--- src/rtl/rega_pkg.sv ---
// Shared state and source codes for the irrigation sequencing controller.
package rega_pkg;

    typedef enum logic [2:0] {
        ST_IDLE     = 3'd0,
        ST_SETTLE   = 3'd1,
        ST_IRRIGATE = 3'd2,
        ST_COOLDOWN = 3'd3,
        ST_FAULT    = 3'd4
    } state_e;

    localparam logic SRC_TANK  = 1'b0;
    localparam logic SRC_MAINS = 1'b1;

endpackage

--- src/rtl/rega_debounce.sv ---
// Two-flop synchronizer for the raw soil sensor followed by a consecutive-sample debouncer.
module rega_debounce #(
    parameter int unsigned DEBOUNCE_CYCLES = 4
) (
    input  logic clk,
    input  logic rst_n,
    input  logic soil_dry_i,
    output logic dry_db_o
);

    localparam int unsigned DbW = (DEBOUNCE_CYCLES > 1) ? $clog2(DEBOUNCE_CYCLES) : 1;

    logic [1:0]     sync_q;
    logic [DbW-1:0] cnt_q, cnt_d;
    logic           db_q, db_d;

    // Count consecutive disagreeing samples; any agreeing sample restarts the count.
    always_comb begin
        db_d  = db_q;
        cnt_d = '0;
        if (sync_q[1] != db_q) begin
            if (cnt_q == DbW'(DEBOUNCE_CYCLES - 1)) begin
                db_d = ~db_q;
            end else begin
                cnt_d = cnt_q + DbW'(1);
            end
        end
    end

    always_ff @(posedge clk or negedge rst_n) begin
        if (!rst_n) begin
            sync_q <= '0;
            cnt_q  <= '0;
            db_q   <= 1'b0;
        end else begin
            sync_q <= {sync_q[0], soil_dry_i};
            cnt_q  <= cnt_d;
            db_q   <= db_d;
        end
    end

    assign dry_db_o = db_q;

endmodule

--- src/rtl/rega_irrigation_ctrl.sv ---
// Irrigation water-path sequencer: source selection with break-before-make settling,
// bounded run time, cooldown between runs and a sticky fault when no source is usable.
module rega_irrigation_ctrl
    import rega_pkg::*;
#(
    parameter int unsigned DEBOUNCE_CYCLES = 4,
    parameter int unsigned SETTLE_CYCLES   = 2,
    parameter int unsigned MAX_IRR_CYCLES  = 16,
    parameter int unsigned MIN_OFF_CYCLES  = 8,
    parameter int unsigned CNT_W           = 8
) (
    input  logic       clk,
    input  logic       rst_n,
    input  logic       enable_i,
    input  logic       soil_dry_i,
    input  logic       tank_low_i,
    input  logic       mains_ok_i,
    output logic       src_sel_o,
    output logic       valve_open_o,
    output logic       busy_o,
    output logic       fault_o,
    output logic       irr_timeout_o,
    output logic [2:0] state_o
);

    localparam int unsigned CntMax = (1 << CNT_W) - 1;

    if (DEBOUNCE_CYCLES < 1 || SETTLE_CYCLES < 1 || MAX_IRR_CYCLES < 2 ||
        MIN_OFF_CYCLES < 1 || SETTLE_CYCLES > CntMax || MAX_IRR_CYCLES > CntMax ||
        MIN_OFF_CYCLES > CntMax) begin : g_bad_param
        $error("rega_irrigation_ctrl: cycle parameter out of range for CNT_W");
    end

    logic dry_db;

    rega_debounce #(
        .DEBOUNCE_CYCLES(DEBOUNCE_CYCLES)
    ) u_debounce (
        .clk       (clk),
        .rst_n     (rst_n),
        .soil_dry_i(soil_dry_i),
        .dry_db_o  (dry_db)
    );

    state_e           state_q, state_d;
    logic [CNT_W-1:0] cnt_q, cnt_d;   // settle / cooldown down-counter
    logic [CNT_W-1:0] run_q, run_d;   // open cycles used so far in this run
    logic             src_q, src_d;
    logic             tmo_d;
    logic             valve_q, busy_q, fault_q, tmo_q;
    logic             src_lost, alt_ok;

    assign src_lost = (src_q == SRC_TANK) ? tank_low_i : ~mains_ok_i;
    assign alt_ok   = (src_q == SRC_TANK) ? mains_ok_i : ~tank_low_i;

    always_comb begin
        state_d = state_q;
        cnt_d   = cnt_q;
        run_d   = run_q;
        src_d   = src_q;
        tmo_d   = 1'b0;
        case (state_q)
            ST_IDLE: begin
                if (enable_i && dry_db) begin
                    if (!tank_low_i) begin
                        src_d   = SRC_TANK;
                        state_d = ST_SETTLE;
                        cnt_d   = CNT_W'(SETTLE_CYCLES);
                        run_d   = '0;
                    end else if (mains_ok_i) begin
                        src_d   = SRC_MAINS;
                        state_d = ST_SETTLE;
                        cnt_d   = CNT_W'(SETTLE_CYCLES);
                        run_d   = '0;
                    end else begin
                        state_d = ST_FAULT;
                    end
                end
            end
            ST_SETTLE: begin
                if (!enable_i) begin
                    state_d = ST_IDLE;
                end else if (cnt_q == CNT_W'(1)) begin
                    state_d = ST_IRRIGATE;
                end else begin
                    cnt_d = cnt_q - CNT_W'(1);
                end
            end
            ST_IRRIGATE: begin
                if (!enable_i) begin
                    state_d = ST_COOLDOWN;
                    cnt_d   = CNT_W'(MIN_OFF_CYCLES);
                end else if (src_lost) begin
                    if (alt_ok) begin
                        // Switching keeps the run budget: this open cycle still counts.
                        src_d   = ~src_q;
                        state_d = ST_SETTLE;
                        cnt_d   = CNT_W'(SETTLE_CYCLES);
                        run_d   = run_q + CNT_W'(1);
                    end else begin
                        state_d = ST_FAULT;
                    end
                end else if (run_q >= CNT_W'(MAX_IRR_CYCLES - 1)) begin
                    state_d = ST_COOLDOWN;
                    cnt_d   = CNT_W'(MIN_OFF_CYCLES);
                    tmo_d   = 1'b1;
                end else if (!dry_db) begin
                    state_d = ST_COOLDOWN;
                    cnt_d   = CNT_W'(MIN_OFF_CYCLES);
                end else begin
                    run_d = run_q + CNT_W'(1);
                end
            end
            ST_COOLDOWN: begin
                if (cnt_q == CNT_W'(1)) begin
                    state_d = ST_IDLE;
                end else begin
                    cnt_d = cnt_q - CNT_W'(1);
                end
            end
            ST_FAULT: begin
                if (!enable_i) begin
                    state_d = ST_IDLE;
                end
            end
            default: state_d = ST_IDLE;
        endcase
    end

    // Outputs are registered from the next state so they line up with state_q.
    always_ff @(posedge clk or negedge rst_n) begin
        if (!rst_n) begin
            state_q <= ST_IDLE;
            cnt_q   <= '0;
            run_q   <= '0;
            src_q   <= SRC_TANK;
            valve_q <= 1'b0;
            busy_q  <= 1'b0;
            fault_q <= 1'b0;
            tmo_q   <= 1'b0;
        end else begin
            state_q <= state_d;
            cnt_q   <= cnt_d;
            run_q   <= run_d;
            src_q   <= src_d;
            valve_q <= (state_d == ST_IRRIGATE);
            busy_q  <= (state_d != ST_IDLE);
            fault_q <= (state_d == ST_FAULT);
            tmo_q   <= tmo_d;
        end
    end

    assign src_sel_o     = src_q;
    assign valve_open_o  = valve_q;
    assign busy_o        = busy_q;
    assign fault_o       = fault_q;
    assign irr_timeout_o = tmo_q;
    assign state_o       = state_q;

endmodule

--- config.mk ---
export PLATFORM = sky130hd
export DESIGN_NAME = rega_irrigation_ctrl
export DESIGN_NICKNAME = d
export VERILOG_FILES = /design/src/rtl/rega_pkg.sv /design/src/rtl/rega_debounce.sv /design/src/rtl/rega_irrigation_ctrl.sv
export SDC_FILE = /design/constraint.sdc
export NUM_CORES = 1
export LEC_CHECK = 0
export CAP_MARGIN = 25
export CORE_UTILIZATION = 55
export CTS_BUF_LIST = sky130_fd_sc_hd__clkbuf_8 sky130_fd_sc_hd__clkbuf_16
export DETAILED_ROUTE_END_ITERATION = 6
export HOLD_SLACK_MARGIN = 0.05
export MAX_ROUTING_LAYER = met4
export PLACE_DENSITY = 0.77
export REMOVE_ABC_BUFFERS = 1
export SYNTH_ARGS = -nofsm -noshare
export SYNTH_HDL_FRONTEND = slang
export SYNTH_SLANG_ARGS = --single-unit
--- constraint.sdc ---
create_clock -name clk -period 5.59 [get_ports clk]
set_input_delay 1.118 -clock clk [delete_from_list [all_inputs] [get_ports clk]]
set_output_delay 1.118 -clock clk [all_outputs]
set_load 0.02 [all_outputs]
; Word level (Yosys, flattened, before mapping)
; Cells that the tools add are included.
[totals]
elab_cells = 96
ramBits = 0
mem_bits_ro = 0
out_inout_bits = 8
mem_count = 0
register_bits = 29
latch_bits = 0
[classes]
shifts = 0
div_mod_pow = 0
n_eq_ne = 20
reduce_logical = 9
multipliers = 0
order_cmp = 1
mux = 48
add_sub_neg = 3
n_bitwise = 4
[op_table]
columns = operator, n
row1 = $mux 8, 18
row2 = $mux 3, 12
row3 = $pmux 8 s4, 1
row4 = $pmux 8 s2, 1
row5 = $pmux 3 s5, 1
row6 = $mux 1, 12
row7 = $reduce_and 6->1, 2
row8 = $ne 2x2->1 const B, 5
row9 = $eq 3x2->1 const B, 3
row10 = $ne 3x3->1 const B, 3
row11 = $add 8x1->8 const B, 1
row12 = $eq 8x1->1 const B, 1
row13 = $ge 8x4->1 const B, 1
row14 = $sub 8x1->8 const B, 1
row15 = $reduce_and 7->1, 1
row16 = $eq 3x3->1 const B, 2
row17 = $ne 5x5->1 const B, 1
row18 = $mux 2, 2
row19 = $ne 4x4->1 const B, 1
row20 = $not 1->1, 4
row21 = $reduce_bool 4->1, 1
row22 = $eq 3x1->1 const B, 1
row23 = $logic_not 3->1, 1
row24 = $ne 3x2->1 const B, 1
row25 = other kinds (8), 8

; Longest topological paths before layout
[logic_depth]
depth_word = 7
depth_mapped = 10
mapped_depth_nobuf = 9

; By module
; Synthesis repeated with hierarchy kept, for this count alone.
[hier_totals]
cells_unflattened = 148
hier_area_um2 = 1545.2
[by_module_without_submodules]
columns = mod, area_each_um2, seq_area_each_um2, cells_per_inst, n_inst
row1 = rega_irrigation_ctrl, 1371.3, 600.6, 138, 1
row2 = rega_debounce, 173.9, 125.1, 10, 1

; Worst setup path after synthesis
; OpenSTA, ideal clock, no wires.
[synth_path]
path_type = input-to-reg
start = in mains_ok_i
end = reg run_q[6]
cell_stages = 6
path_slack_ps = 3186
setup_ps = 66
t_arrival_ps = 2338
required_time_ps = 5524
path_cell_list = nand2b_1 > nand2_1 > nor4_4 > nor2_4 > or4_1 > nand2_1
[synth_between]
elab_chain_len = 5
[synth_lines]
columns = item, line_no
row1 = "start, declared", rega_irrigation_ctrl.sv:17  ; input logic mains_ok_i,
row2 = $not 1->1, rega_irrigation_ctrl.sv:53  ; assign src_lost = (src_q == SRC_TANK) ? tank_low_i : ~mains_ok_i;
row3 = $mux 1, rega_irrigation_ctrl.sv:53
row4 = $mux 8, rega_irrigation_ctrl.sv:93  ; end else if (src_lost) begin
row5 = $mux 8, rega_irrigation_ctrl.sv:90  ; if (!enable_i) begin
row6 = $pmux 8 s2, rega_irrigation_ctrl.sv:62  ; case (state_q)
row7 = "end signal, assigned", rega_irrigation_ctrl.sv:144  ; run_q <= run_d;
row8 = "end, declared", rega_irrigation_ctrl.sv:47  ; logic [CNT_W-1:0] run_q, run_d;
; Parallel ways exist; a longest one is shown, timed or not. The select of a mux whose other input is x is not followed.
; A chain may end at the register's enable or synchronous reset.

; Worst setup path in the final report
[layout_path]
start = in enable_i
end = reg run_q[6]
[layout_between]
elab_chain_len = 3
[layout_lines]
columns = item, line_no
row1 = "start, declared", rega_irrigation_ctrl.sv:14  ; input logic enable_i,
row2 = $logic_and 1x1->1, rega_irrigation_ctrl.sv:64  ; if (enable_i && dry_db) begin
row3 = $ne 2x2->1 (no source line), -
row4 = $reduce_and 7->1 (no source line) *, -
; Mark *: on every way between the ends. The rest lies on a longest branch, timed or not.

==> run metrics <==
outcome=finished clean; Area Overhead vs Synth=14.5%; Worst path top cell family by delay=simple AND/OR/NAND/NOR gates; worst r2r src=state_o[1]; max-cap viol count=0; I/O Pins=14; first-pass GRT wire length=4790 µm; final global-route overflow total=0; Num CTS Buffers=5; Initial DRT Pass Iterations=4; Synth Area in XOR/XNOR=2.28%; Register-to-Register Path Depth=7; IO buf count=13; crit path to=run_q[6]; fin nets=186; ys async rst share=100%; Clock power frac=19.4%; CP Class=in -> reg; Clock Skew=0.00541 ns; Crit. path cell count=6; Worst IR Drop VDD=0.401 mV; H-tree depth=2; setup tns final=0 ns; drt wl/cell=14.2 µm; Yosys top cell area share=47.2%; RSZ-0062 raised after global routing=no; Final Critical Period=2.78 ns; Top FF cell, synth=dfrtp_1; Clock Pin Slew Worst Setup and Hold Paths=0.06 ns; via count=1,203; ANT cells=0; post-cts sizing count=0; Net Sw Power=341 µW; number of global-route vias before repair=1,109; cell with the most instances after synthesis=dfrtp_1; Area contributors post-synth=dfrtp_1, nand2_1, o21ai_0; post-DP HPWL=2160 µm; core area=2570 µm²; Cells after Synth=159; Synth Area in Adders=3.25%; mux cell area share after synthesis=2.11%; Synth Warn #=0; sw frac=39.7%; share of layout cells above drive strength 1=10.8%; count of state elements after synthesis=29; cell taking the most area after synthesis=dfrtp_1; Slowest-stage cell, CP=clkdlybuf4s50_1; synth unique cells=47; DR DRC count=0; all-layer global routing usage=23.7%; cell row count=18; sequential share of power=37.6%; P_int=518 µW; Syn Area/Cell=9.68 µm²; Hold Vio Cnt, Final=0; Die Width=54.9 µm; Routed WL=2920 µm; final design utilization=68.6%; Crit Path Max Fanout=9; crit-path max cell delay=0.64 ns; cts hold-fix bufs=0; clock sink count=29; Leakage=0.783 nW; Initial DRC Count=29; Post-Syn Area=1540 µm²; Pwr Density=487 nW/µm²; root buf cell=clkbuf_8; post-route ant nets=0; gpl congestion=0.836; largest net degree at the start of global routing=30; critical path required time=5.80 ns; Slew @ Worst Pin=0.662 ns; Setup Buffers After CTS=0; Via density=5.84; max-slew violation count=0; FF-to-FF setup slack=3.24 ns; CTS Buffer Depth=2; Die Span Y=54.9 µm; commonest cells in the netlist=dfrtp_1, nand2_1, nor2_1; largest family of logic cells by synthesized area=simple AND/OR/NAND/NOR gates; Final period util=49.8%; worst min path class=reg -> reg; post-synthesis sequential area ratio=47.2%; filler cell count=203; RR Endpoint=cnt_q[7]; Post-synth EDFFs=0; Worst Setup SP=enable_i; combinational power share=43.0%; die area=3010 µm²; crit end category=register; initial core utilization=59.9%; Worst-Skew Late Latency=0.27 ns; hold depth=0; CP arrival=3.00 ns; CTS tree=built; max frequency=359 MHz; worst path cell trace=clkdlybuf4s50_1 -> nand2_1 -> and4bb_2 -> nor2_4 -> or4_1 -> nand2_1; initial antenna violation count=0; CP bufs+invs=1; Worst setup SP type=primary input; synthesized-area fraction occupied by and/or/nand/nor cells=24.0%; endpoints failing setup=0; Synth Area in Compound Gates=16.4%; Pwr Total=859 µW; most used cell, CP=nand2_1; Rel. slew slack=55.6%
worst min path at each step:
stage / from / to
2_1_floorplan: u_debounce.sync_q[0] / u_debounce.sync_q[1]
3_3_place_gp: u_debounce.sync_q[0] / u_debounce.sync_q[1]
3_5_place_dp: u_debounce.sync_q[0] / u_debounce.sync_q[1]
4_1_cts: u_debounce.sync_q[0] / u_debounce.sync_q[1]
5_1_grt: u_debounce.sync_q[0] / u_debounce.sync_q[1]
6_report: u_debounce.sync_q[0] / u_debounce.sync_q[1]
state kept, by name, summed over array words and instances, names as in the netlist:
| register | flops |
|---|---|
| u_debounce.cnt_q | 2 |
| fault_o | 1 |
| irr_timeout_o | 1 |
| src_sel_o | 1 |
| u_debounce.sync_q | 2 |
| state_o | 3 |
| valve_open_o | 1 |
| run_q | 8 |
| u_debounce.dry_db_o | 1 |
| busy_o | 1 |
| cnt_q | 8 |
cells in the final DEF (no fill, tap or decap), drive strengths merged, types with 2 or more instances in the layout:
master,count
a21oi,8
dfrtp,29
o21a,4
mux2,2
inv,8
xor2,3
clkdlybuf4s50,13
nor3,5
a32o,2
o211ai,2
nor2,17
or4,2
nand2b,2
o21ai,14
nand3,6
nor2b,4
o31ai,3
nand2,19
a211o,2
clkbuf,6
and3,2
nor4,2
ha,4
power by group through the flow:
| stage | combinational (mW) | clock, mW | sequential [mW] |
|---|---|---|---|
| after global routing | 0.414 | 0.179 | 0.331 |
| final | 0.370 | 0.167 | 0.323 |
| after detailed placement | 0.370 | 0 | 0.326 |
| after global placement | 0.355 | 0 | 0.323 |
| after CTS | 0.372 | 0.172 | 0.322 |
| after floorplan | 0.247 | 0 | 0.334 |
metal layers:
layer	global-route usage (%)	routed length, µm	up-vias	part of all wire, %
met5	-	0	-	0
met4	9.17	38	0	1.3
met3	6.28	146	5	5.0
met2	36.1	1360	31	47
met1	30.1	1370	572	47
li1	-	-	595	-
area by class of cell:
class | count | area [µm²] | share of cell area [%]
Clock buffer | 6 | 82.6 | 4.69
Clock inverter | 1 | 3.75 | 0.213
Inverter | 8 | 35.0 | 1.99
Multi-Input combinational cell | 118 | 739 | 42.0
Sequential cell | 29 | 726 | 41.2
Tap cell | 30 | 37.5 | 2.13
Timing Repair Buffer | 14 | 138 | 7.81
metrics by stage:
stage               hold WS, ns  std cells  worst slack (ns)  cell area, µm²
floorplan                 0.331        155              3.18            1500
global placement          0.342        199              2.61            1680
detailed placement        0.343        199              2.53            1680
CTS                       0.356        206              2.83            1760
global route              0.375        206              2.72            1760
finish                    0.353        206              2.81            1760
logic make-up (layout without fill, tap and decap cells):
kind of cell	count (synthesis)	count (layout)
flops	29	29
simple gates	68	68
xor+xnor	4	4
compound gates	39	39
mux	3	3
buf+inv	12	29
fa+ha+maj	4	4
Note: power is estimated with default switching activity, not from simulation.
